**src/rtl/ulpi_tx_arbiter_if.sv**
```systemverilog
// Bundle of the two requester streams, the shared ULPI TX stream and the arbiter status.
// A beat moves on any stream only in a cycle where its tvalid and tready are both high;
// a source holds tvalid/tdata/tlast stable until that beat is accepted, and tready may
// be low at any time.
interface ulpi_tx_arbiter_if;
  logic       rx_active;
  logic [7:0] pkt_tdata;
  logic       pkt_tvalid;
  logic       pkt_tlast;
  logic       pkt_tready;
  logic       pkt_abort;
  logic [7:0] reg_tdata;
  logic       reg_tvalid;
  logic       reg_tlast;
  logic       reg_tready;
  logic       reg_abort;
  logic [7:0] tx_tdata;
  logic       tx_tvalid;
  logic       tx_tlast;
  logic       tx_tready;
  logic       busy;
  logic [1:0] dbg_state;  // 0 idle, 1 pkt owner, 2 reg owner, 3 gap

  modport master (
    input  rx_active,
    input  pkt_tdata, pkt_tvalid, pkt_tlast,
    input  reg_tdata, reg_tvalid, reg_tlast,
    input  tx_tready,
    output pkt_tready, pkt_abort,
    output reg_tready, reg_abort,
    output tx_tdata, tx_tvalid, tx_tlast,
    output busy, dbg_state
  );

  modport slave (
    output rx_active,
    output pkt_tdata, pkt_tvalid, pkt_tlast,
    output reg_tdata, reg_tvalid, reg_tlast,
    output tx_tready,
    input  pkt_tready, pkt_abort,
    input  reg_tready, reg_abort,
    input  tx_tdata, tx_tvalid, tx_tlast,
    input  busy, dbg_state
  );
endinterface

```
**src/rtl/ulpi_tx_arbiter.sv**
```systemverilog
// Round-robin, whole-transfer arbiter sharing the ULPI TX stream between the packet
// transmitter and the PHY register sequencer, with RX/stall abort and an inter-transfer gap.
module ulpi_tx_arbiter #(
  parameter int GAP_CYCLES     = 2,
  parameter int TIMEOUT_CYCLES = 1024,
  parameter int CNT_W          = 11
) (
  input  logic               clk,
  input  logic               rst,
  ulpi_tx_arbiter_if.master  bus
);

  typedef enum logic [1:0] {
    S_IDLE = 2'd0,
    S_PKT  = 2'd1,
    S_REG  = 2'd2,
    S_GAP  = 2'd3
  } state_t;

  localparam int               TO_LIM_I = (TIMEOUT_CYCLES > 0) ? TIMEOUT_CYCLES - 1 : 0;
  localparam logic [CNT_W-1:0] TO_LIM   = TO_LIM_I[CNT_W-1:0];
  localparam logic [CNT_W-1:0] GAP_LIM  = GAP_CYCLES[CNT_W-1:0];
  localparam bit               TO_EN    = (TIMEOUT_CYCLES > 0);

  state_t           state;
  logic             last_reg;   // 1 when reg owned the last completed transfer
  logic [CNT_W-1:0] cnt;
  logic             busy_q;
  logic             pkt_abort_q;
  logic             reg_abort_q;

  logic in_pkt;
  logic in_reg;
  logic own_valid;
  logic hs;
  logic stall_to;

  always_comb begin
    in_pkt        = (state == S_PKT);
    in_reg        = (state == S_REG);
    own_valid     = 1'b0;
    bus.tx_tdata  = 8'h00;
    bus.tx_tlast  = 1'b0;
    if (in_pkt) begin
      own_valid    = bus.pkt_tvalid;
      bus.tx_tdata = bus.pkt_tdata;
      bus.tx_tlast = bus.pkt_tlast;
    end else if (in_reg) begin
      own_valid    = bus.reg_tvalid;
      bus.tx_tdata = bus.reg_tdata;
      bus.tx_tlast = bus.reg_tlast;
    end
    // RX turnaround blocks both directions of the owner's handshake in the same cycle.
    bus.tx_tvalid  = own_valid & ~bus.rx_active;
    bus.pkt_tready = in_pkt & bus.tx_tready & ~bus.rx_active;
    bus.reg_tready = in_reg & bus.tx_tready & ~bus.rx_active;
    hs             = bus.tx_tvalid & bus.tx_tready;
    stall_to       = TO_EN && !hs && (cnt >= TO_LIM);
  end

  assign bus.busy      = busy_q;
  assign bus.pkt_abort = pkt_abort_q;
  assign bus.reg_abort = reg_abort_q;
  assign bus.dbg_state = state;

  always_ff @(posedge clk or posedge rst) begin
    if (rst) begin
      state       <= S_IDLE;
      last_reg    <= 1'b0;
      cnt         <= '0;
      busy_q      <= 1'b0;
      pkt_abort_q <= 1'b0;
      reg_abort_q <= 1'b0;
    end else begin
      pkt_abort_q <= 1'b0;
      reg_abort_q <= 1'b0;
      case (state)
        S_IDLE: begin
          if (!bus.rx_active) begin
            // On a tie the requester that did not finish last wins.
            if (bus.pkt_tvalid && (!bus.reg_tvalid || last_reg)) begin
              state  <= S_PKT;
              busy_q <= 1'b1;
              cnt    <= '0;
            end else if (bus.reg_tvalid) begin
              state  <= S_REG;
              busy_q <= 1'b1;
              cnt    <= '0;
            end
          end
        end
        S_PKT, S_REG: begin
          if (bus.rx_active || stall_to) begin
            state <= S_GAP;
            cnt   <= '0;
            if (in_pkt) pkt_abort_q <= 1'b1;
            else        reg_abort_q <= 1'b1;
          end else if (hs && bus.tx_tlast) begin
            state    <= S_GAP;
            cnt      <= '0;
            last_reg <= in_reg;
          end else if (hs) begin
            cnt <= '0;
          end else if (cnt != '1) begin
            cnt <= cnt + 1'b1;
          end
        end
        S_GAP: begin
          if ((cnt >= GAP_LIM) && !bus.rx_active) begin
            state  <= S_IDLE;
            busy_q <= 1'b0;
          end else if (cnt != '1) begin
            cnt <= cnt + 1'b1;
          end
        end
        default: begin
          state  <= S_IDLE;
          busy_q <= 1'b0;
        end
      endcase
    end
  end

endmodule

```
**src/flat_wrapper.sv**
```systemverilog
// flat-port wrapper written by rule: the top's interface ports become plain ports
module ulpi_tx_arbiter_flat 
#(
  parameter int GAP_CYCLES     = 2,
  parameter int TIMEOUT_CYCLES = 1024,
  parameter int CNT_W          = 11
)
  (clk, rst, bus_rx_active, bus_pkt_tdata, bus_pkt_tvalid, bus_pkt_tlast, bus_reg_tdata, bus_reg_tvalid, bus_reg_tlast, bus_tx_tready, bus_pkt_tready, bus_pkt_abort, bus_reg_tready, bus_reg_abort, bus_tx_tdata, bus_tx_tvalid, bus_tx_tlast, bus_busy, bus_dbg_state);
  ulpi_tx_arbiter_if bus_i ();
  input  logic clk;
  input  logic rst;
  input wire logic [$bits(bus_i.rx_active)-1:0] bus_rx_active;
  input wire logic [$bits(bus_i.pkt_tdata)-1:0] bus_pkt_tdata;
  input wire logic [$bits(bus_i.pkt_tvalid)-1:0] bus_pkt_tvalid;
  input wire logic [$bits(bus_i.pkt_tlast)-1:0] bus_pkt_tlast;
  input wire logic [$bits(bus_i.reg_tdata)-1:0] bus_reg_tdata;
  input wire logic [$bits(bus_i.reg_tvalid)-1:0] bus_reg_tvalid;
  input wire logic [$bits(bus_i.reg_tlast)-1:0] bus_reg_tlast;
  input wire logic [$bits(bus_i.tx_tready)-1:0] bus_tx_tready;
  output wire logic [$bits(bus_i.pkt_tready)-1:0] bus_pkt_tready;
  output wire logic [$bits(bus_i.pkt_abort)-1:0] bus_pkt_abort;
  output wire logic [$bits(bus_i.reg_tready)-1:0] bus_reg_tready;
  output wire logic [$bits(bus_i.reg_abort)-1:0] bus_reg_abort;
  output wire logic [$bits(bus_i.tx_tdata)-1:0] bus_tx_tdata;
  output wire logic [$bits(bus_i.tx_tvalid)-1:0] bus_tx_tvalid;
  output wire logic [$bits(bus_i.tx_tlast)-1:0] bus_tx_tlast;
  output wire logic [$bits(bus_i.busy)-1:0] bus_busy;
  output wire logic [$bits(bus_i.dbg_state)-1:0] bus_dbg_state;
  assign bus_i.rx_active = bus_rx_active;
  assign bus_i.pkt_tdata = bus_pkt_tdata;
  assign bus_i.pkt_tvalid = bus_pkt_tvalid;
  assign bus_i.pkt_tlast = bus_pkt_tlast;
  assign bus_i.reg_tdata = bus_reg_tdata;
  assign bus_i.reg_tvalid = bus_reg_tvalid;
  assign bus_i.reg_tlast = bus_reg_tlast;
  assign bus_i.tx_tready = bus_tx_tready;
  assign bus_pkt_tready = bus_i.pkt_tready;
  assign bus_pkt_abort = bus_i.pkt_abort;
  assign bus_reg_tready = bus_i.reg_tready;
  assign bus_reg_abort = bus_i.reg_abort;
  assign bus_tx_tdata = bus_i.tx_tdata;
  assign bus_tx_tvalid = bus_i.tx_tvalid;
  assign bus_tx_tlast = bus_i.tx_tlast;
  assign bus_busy = bus_i.busy;
  assign bus_dbg_state = bus_i.dbg_state;
  ulpi_tx_arbiter #(.GAP_CYCLES(GAP_CYCLES), .TIMEOUT_CYCLES(TIMEOUT_CYCLES), .CNT_W(CNT_W)) u_core (.clk(clk), .rst(rst), .bus(bus_i));
endmodule
```
**config.mk**
```make
export PLATFORM = sky130hd
export DESIGN_NAME = ulpi_tx_arbiter_flat
export DESIGN_NICKNAME = d
export VERILOG_FILES = /design/src/rtl/ulpi_tx_arbiter_if.sv /design/src/rtl/ulpi_tx_arbiter.sv /design/src/flat_wrapper.sv
export SDC_FILE = /design/constraint.sdc
export NUM_CORES = 1
export LEC_CHECK = 0
export BUFFER_PORTS_ARGS = -buffer_cell sky130_fd_sc_hd__buf_2
export CORE_UTILIZATION = 38
export DETAILED_ROUTE_END_ITERATION = 16
export GPL_ROUTABILITY_DRIVEN = 1
export PLACE_DENSITY = 0.59
export SYNTH_ARGS = -nofsm -noshare
export SYNTH_HDL_FRONTEND = slang
export SYNTH_SLANG_ARGS = --single-unit
```
**constraint.sdc**
```tcl
create_clock -name clk -period 2.6 [get_ports clk]
set_input_delay 0 -clock clk [delete_from_list [all_inputs] [get_ports clk]]
set_output_delay 0 -clock clk [all_outputs]
set_load 0.01 [all_outputs]
```
==> results of run 1 <==
repair_timing:
action                                  CTS  global route
hold buffers                              1             0
endpoints found under the setup margin    0             0
hold endpoints to repair                 17             0
worst max-delay path: cells and delay by family, from the launching register on:
family / cells / cell delay (ns)
simple gates: 1 / 0.27
fa+ha+maj: 1 / 0.52
compound gates: 2 / 0.55
mux: 1 / 0.34
flops: 1 / 0.42
buf+inv: 1 / 0.14
kinds of logic (layout without fill, tap and decap cells):
logic type / count (synthesis) / in the layout / synth area share (%)
compound gates: 53 / 53 / 29.8
fa+ha+maj: 7 / 7 / 6.72
buf+inv: 18 / 59 / 5.47
flops: 17 / 17 / 32.7
mux: 3 / 3 / 2.79
simple gates: 53 / 53 / 22.6
metrics by stage:
step / power (µW) / util (%)
6_report: 1550 / 50.4
5_1_grt: 1690 / 50.4
4_1_cts: 1560 / 50.4
2_1_floorplan: 1100 / -
3_3_place_gp: 1380 / 49.2
3_5_place_dp: 1390 / 49.2
layer usage:
metal / global-route usage [%] / part of all wire, %
met1: 30.9 / 50
met2: 29.0 / 43
met3: 1.92 / 5.2
met4: 10.7 / 2.2
met5: 0 / 0
area by class of cell:
class / instances / area, µm²
tap: 44 / 55.1
fill: 318 / 1570
clock inverter: 1 / 5.00
clock buffer: 3 / 22.5
timing repair buffer: 44 / 233
sequential: 17 / 425
inverter: 11 / 41.3
multi-input combinational: 116 / 806
cell usage after synthesis:
library cell  number
mux2i_1            1
nand4b_1           2
nand2b_1           1
a2111oi_4          1
nor2b_1            3
a22o_1            10
nor4_4             1
mux2_4             1
o22ai_1            1
o31ai_1            3
o21ai_2            1
and2_1             2
inv_1             11
a31o_2             1
a41oi_1            2
dfrtp_1           17
a21oi_1           14
a31oi_1            2
o21ai_0           10
nand2_1           10
and4bb_2           1
o31a_1             1
nand3_4            1
nor3_1             5
a21boi_2           1
a2111oi_2          1
a22oi_1            1
nand4_1            3
buf_2              3
or3_1              1
clkbuf_1           4
o32ai_1            1
ha_1               7
nor2_1            15
mux2_2             1
nor4_1             2
and3_1             1
o2bb2ai_1          1
a2bb2oi_1          1
nand3_1            5
o211ai_1           1
final timing paths:
kind                                         startpoint                 endpoint  slack [ns]
worst max-delay path            u_core.bus.dbg_state[1]  u_core.bus.dbg_state[0]        0.25
worst min-delay path                     bus_pkt_tvalid  u_core.bus.dbg_state[1]        0.11
worst max register to register  u_core.bus.dbg_state[1]  u_core.bus.dbg_state[0]        0.25
worst min register to register          u_core.last_reg          u_core.last_reg        0.53
max in group asynchronous                           rst          u_core.last_reg        1.86
min in group asynchronous                           rst            u_core.cnt[3]        0.31
report_power, final:
group,switching [µW],internal [µW]
logic,571,447
registers,55.7,319
clock network,100,57.6
cell usage in the layout, fill, tap and decap left out, drive strengths merged, types with 2 or more instances in the layout:
master | synthesis | routed
nand2 | 10 | 10
o21ai | 11 | 11
nor2b | 3 | 3
inv | 11 | 11
nand4b | 2 | 2
a41oi | 2 | 2
buf | 3 | 43
nand4 | 3 | 3
a2111oi | 2 | 2
mux2 | 2 | 2
a21oi | 14 | 14
dfrtp | 17 | 17
nand3 | 6 | 6
nor4 | 3 | 3
nor2 | 15 | 15
o31ai | 3 | 3
a22o | 10 | 10
a31oi | 2 | 2
ha | 7 | 7
clkbuf | 4 | 3
nor3 | 5 | 5
and2 | 2 | 2
==> flow_metrics.env, run 1 <==
export IMPL_h_tree_depth=1
export IMPL_clk_pin_slew_ns=0.11
export IMPL_rows=20
export IMPL_syn_to_final_growth_pct=21.9
export IMPL_vias_per_cell=5.37
export IMPL_clockRootBuffer="clkbuf_4"
export IMPL_drt_iter0_drc=66
export IMPL_startpoint_type="flop"
export IMPL_final_cells=236
export IMPL_finalCriticalPeriod_ns=2.35
export IMPL_insertion_delay_ns=0.32
export IMPL_cts_made_buffers=3
export IMPL_place_hpwl_mm=2.55
export IMPL_syn_avg_cell_area_um2=8.63
export IMPL_cts_tree="done"
export IMPL_dp_slack_ns=0.294
export IMPL_synth_top_area_share_pct=32.7
export IMPL_period_share_pct=90.3
export IMPL_die_h_um=60.5
export IMPL_clock_sinks=17
export IMPL_wl_per_cell_um=14.3
export IMPL_top_register="u_core.cnt"
export IMPL_clock_path_buffers=2
export IMPL_die_area_mm2=0.00367
export IMPL_crit_path_end_kind="flop"
export IMPL_worstSetupPathType="reg -> reg"
export IMPL_syn_nets=182
export IMPL_drive_gt1_share_pct=29.7
export IMPL_vias=1267
export IMPL_drc_errors=0
export IMPL_crit_arrival_ns=2.55
export IMPL_skew_ns=0.00911
export IMPL_critPathMaxStageDelay_ns=0.52
export IMPL_placedCellCount=231
export IMPL_start_util_pct=41.3
export IMPL_finalHoldViolations=0
export IMPL_yosysUniqueCellTypes=41
export IMPL_r2r_cells=6
export IMPL_p_leak_uw=0.000727
export IMPL_status="complete, no violations"
export IMPL_ys_seq_area_share_pct=32.7
export IMPL_maxSlewViolCount=0
export IMPL_maxCapViolCount=0
export IMPL_synth_seq_cells=17
export IMPL_fmax_ghz=0.426
export IMPL_critPathRequiredTime_ns=2.80
export IMPL_synth_warnings=0
export IMPL_stdcell_area_mm2=0.00159
export IMPL_ioPinCount=41
export IMPL_portBuffers=40
export IMPL_cp_slowest_cell="ha_1"
export IMPL_setup_tns_ns=0
export IMPL_grt_total_usage_pct=20.6
export IMPL_fin_hold_ws_ns=0.114
export IMPL_yosysTopAreaCell="dfrtp_1"
export IMPL_yosys_top_cells_area="dfrtp_1 (33%), a22o_1 (6.7%), ha_1 (6.7%)"
export IMPL_antenna_found_initial=0
export IMPL_cp_max_fo=17
export IMPL_hold_class="in -> reg"
export IMPL_syn_cell_area_mm2=0.00130
export IMPL_post_cts_buffers=0
export IMPL_place_congestion=0.804
export IMPL_die_w_um=60.5
export IMPL_grt_max_degree=18
export IMPL_layout_setup_ws_ns=0.252
export IMPL_crit_chain="inv_1 -> ha_1 -> a22o_1 -> and4bb_2 -> a2111oi_4 -> mux2_4"
export IMPL_core_area_mm2=0.00315
export IMPL_drt_first_pass_iters=4
export IMPL_rsz0062_at_grt="false"
export IMPL_ant_nets=0
export IMPL_place_area_mm2=0.00155
export IMPL_grt_first_pass_wirelength_mm=5.47
export IMPL_grt_pass1_vias=1170
export IMPL_p_per_area_mw_per_mm2=977
export IMPL_synth_cells=151
export IMPL_ir_worst_vdd_v=0.000428
export IMPL_grt_ovfl_total=0
export IMPL_slew_headroom_pct=55.3
export IMPL_worst_pin_slew_ns=0.670
export IMPL_routed_wl_mm=3.37
export IMPL_largest_reg_flops=11
export IMPL_finalSetupViolCount=0
export IMPL_layout_nets=224
export IMPL_diodes=0
export IMPL_hold_depth=4
export IMPL_cts_resized=0
Note: power is estimated with default switching activity, not from simulation.
==> run 2, diff against run 1 <==
--- a/config.mk
+++ b/config.mk
@@ -6,10 +6,10 @@
 export NUM_CORES = 1
 export LEC_CHECK = 0
 export BUFFER_PORTS_ARGS = -buffer_cell sky130_fd_sc_hd__buf_2
+export CORE_ASPECT_RATIO = 1.75
 export CORE_UTILIZATION = 38
 export DETAILED_ROUTE_END_ITERATION = 16
-export GPL_ROUTABILITY_DRIVEN = 1
-export PLACE_DENSITY = 0.59
+export GPL_ROUTABILITY_DRIVEN = 0
 export SYNTH_ARGS = -nofsm -noshare
 export SYNTH_HDL_FRONTEND = slang
 export SYNTH_SLANG_ARGS = --single-unit
==> run 2 against run 1 <==
Net effect: final cell count unchanged; clock-buffer cell count increased by 1; register-to-register slack got worse by 0.03 ns; routed wire length decreased by 1.7%; global-route usage decreased by 0.38 points; critical path type unchanged; largest cell class unchanged.
==> flow_metrics.env, run 2 (synthesized netlist as in run 1, its figures left out) <==
export IMPL_top_register="u_core.cnt"
export IMPL_multi_input_area_um2=806
export IMPL_antenna_found_initial=0
export IMPL_place_area_mm2=0.00156
export IMPL_cp_num_buf_inv=1
export IMPL_place_hpwl_mm=2.67
export IMPL_cts_resized=0
export IMPL_grt_first_pass_wirelength_mm=5.48
export IMPL_cp_max_fo=17
export IMPL_drt_iter0_drc=38
export IMPL_vias=1319
export IMPL_clock_path_buffers=2
export IMPL_syn_to_final_growth_pct=23.7
export IMPL_drc_errors=0
export IMPL_startpoint_type="flop"
export IMPL_skew_ns=0.00530
export IMPL_die_h_um=79.5
export IMPL_most_common_layout_cells="buf_2 (40), dfrtp_1 (17), nor2_1 (15), a21oi_1 (14), inv_1 (11)"
export IMPL_utilization_pct=50.2
export IMPL_worstSetupPathType="reg -> reg"
export IMPL_slew_headroom_pct=55.5
export IMPL_insertion_delay_ns=0.26
export IMPL_setup_tns_ns=0
export IMPL_post_cts_buffers=0
export IMPL_crit_chain="inv_1 -> ha_1 -> a22o_1 -> and4bb_2 -> a2111oi_4 -> mux2_4"
export IMPL_status="complete, no violations"
export IMPL_period_share_pct=91.4
export IMPL_die_area_mm2=0.00367
export IMPL_grt_ovfl_total=0
export IMPL_grt_pass1_vias=1311
export IMPL_diodes=0
export IMPL_portBuffers=40
export IMPL_stdcell_area_mm2=0.00161
export IMPL_critPathMaxStageDelay_ns=0.54
export IMPL_finalHoldViolations=0
export IMPL_core_area_mm2=0.00321
export IMPL_clk_pin_slew_ns=0.06
export IMPL_cts_made_buffers=3
export IMPL_p_per_area_mw_per_mm2=1000
export IMPL_grt_total_usage_pct=20.2
export IMPL_grt_max_degree=18
export IMPL_cts_tree="done"
export IMPL_largest_reg_flops=11
export IMPL_layout_nets=225
export IMPL_ant_nets=0
export IMPL_vias_per_cell=5.59
export IMPL_fmax_ghz=0.421
export IMPL_wl_per_cell_um=14.0
export IMPL_rows=27
export IMPL_ir_worst_vdd_v=0.000636
export IMPL_die_w_um=46.3
export IMPL_ioPinCount=41
export IMPL_drt_first_pass_iters=6
export IMPL_ff_latch_area_um2=425
export IMPL_finalSetupViolCount=0
export IMPL_fin_hold_ws_ns=0.170
export IMPL_hold_class="in -> reg"
export IMPL_routed_wl_mm=3.31
export IMPL_finalCriticalPeriod_ns=2.38
export IMPL_crit_arrival_ns=2.51
export IMPL_worst_pin_slew_ns=0.667
export IMPL_crit_path_end_kind="flop"
export IMPL_start_util_pct=40.6
export IMPL_cp_slowest_cell="ha_1"
export IMPL_final_common_cell="buf_2"
export IMPL_maxCapViolCount=0
export IMPL_nFillCells=323
export IMPL_maxSlewViolCount=0
export IMPL_critPathTopFamily="compound AO/OA/AOI/OAI gates"
export IMPL_critPathRequiredTime_ns=2.74
export IMPL_clock_sinks=17
export IMPL_p_leak_uw=0.000737
export IMPL_drive_gt1_share_pct=29.5
export IMPL_h_tree_depth=1
export IMPL_rsz0062_at_grt="false"
export IMPL_clockRootBuffer="clkbuf_8"
==> run 2: what timing repair did <==
action                                 in CTS  in global routing
endpoints found under the hold margin      17                  0
setup endpoints to repair                   0                  0
hold buffers                                1                  0
==> run 2: worst paths after layout <==
path / from / end / cells past startpoint / slack [ns]
worst max-delay path: u_core.bus.dbg_state[1] / u_core.bus.dbg_state[0] / 6 / 0.22
worst min-delay path: bus_pkt_tvalid / u_core.bus.dbg_state[1] / 4 / 0.17
worst max register to register: u_core.bus.dbg_state[1] / u_core.bus.dbg_state[0] / 6 / 0.22
worst min register to register: u_core.bus.busy / u_core.bus.busy / 1 / 0.54
max in group asynchronous: rst / u_core.bus.dbg_state[1] / 3 / 1.79
min in group asynchronous: rst / u_core.bus.pkt_abort / 3 / 0.38
==> run 2: worst reg2reg max path, delay by kind of cell (launching register included) <==
kind                       cells  cell delay [ns]
DFF                            1             0.42
buffers and inverters          1             0.14
AOI/OAI and AO/OA              2             0.55
muxes                          1             0.34
adders and majority gates      1             0.54
and+or+nand+nor                1             0.27
==> run 2: where the power goes <==
group | switching [µW] | leakage (µW) | internal, µW | total [µW]
Combinational | 572 | 0.000489 | 462 | 1030
Sequential | 56.5 | 0.000226 | 320 | 377
Clock | 90.8 | 0.0000228 | 109 | 200
==> run 2: routing by layer <==
| metal | track usage, % | up-vias | part of all wire, % |
|---|---|---|---|
| met4 | 8.53 | 0 | 2.7 |
| met1 | 21.5 | 630 | 39 |
| met5 | 0 | - | 0 |
| met2 | 36.9 | 34 | 56 |
| li1 | - | 646 | - |
| met3 | 2.71 | 9 | 2.4 |
==> run 2: per-stage QoR <==
stage	total power, µW	setup slack, ns	cells
finish	1610	0.223	236
global route	1740	0.0764	236
CTS	1610	0.245	236
detailed placement	1410	0.259	231
global placement	1400	0.332	231
floorplan	1100	0.333	151
==> run 2: layout make-up <==
cell class                 instances  share of cell area (%)
multi-input combinational        116                    50.0
tap                               43                    3.34
timing repair buffer              45                    14.9
clock buffer                       4                    2.80
sequential                        17                    26.4
inverter                          11                    2.56
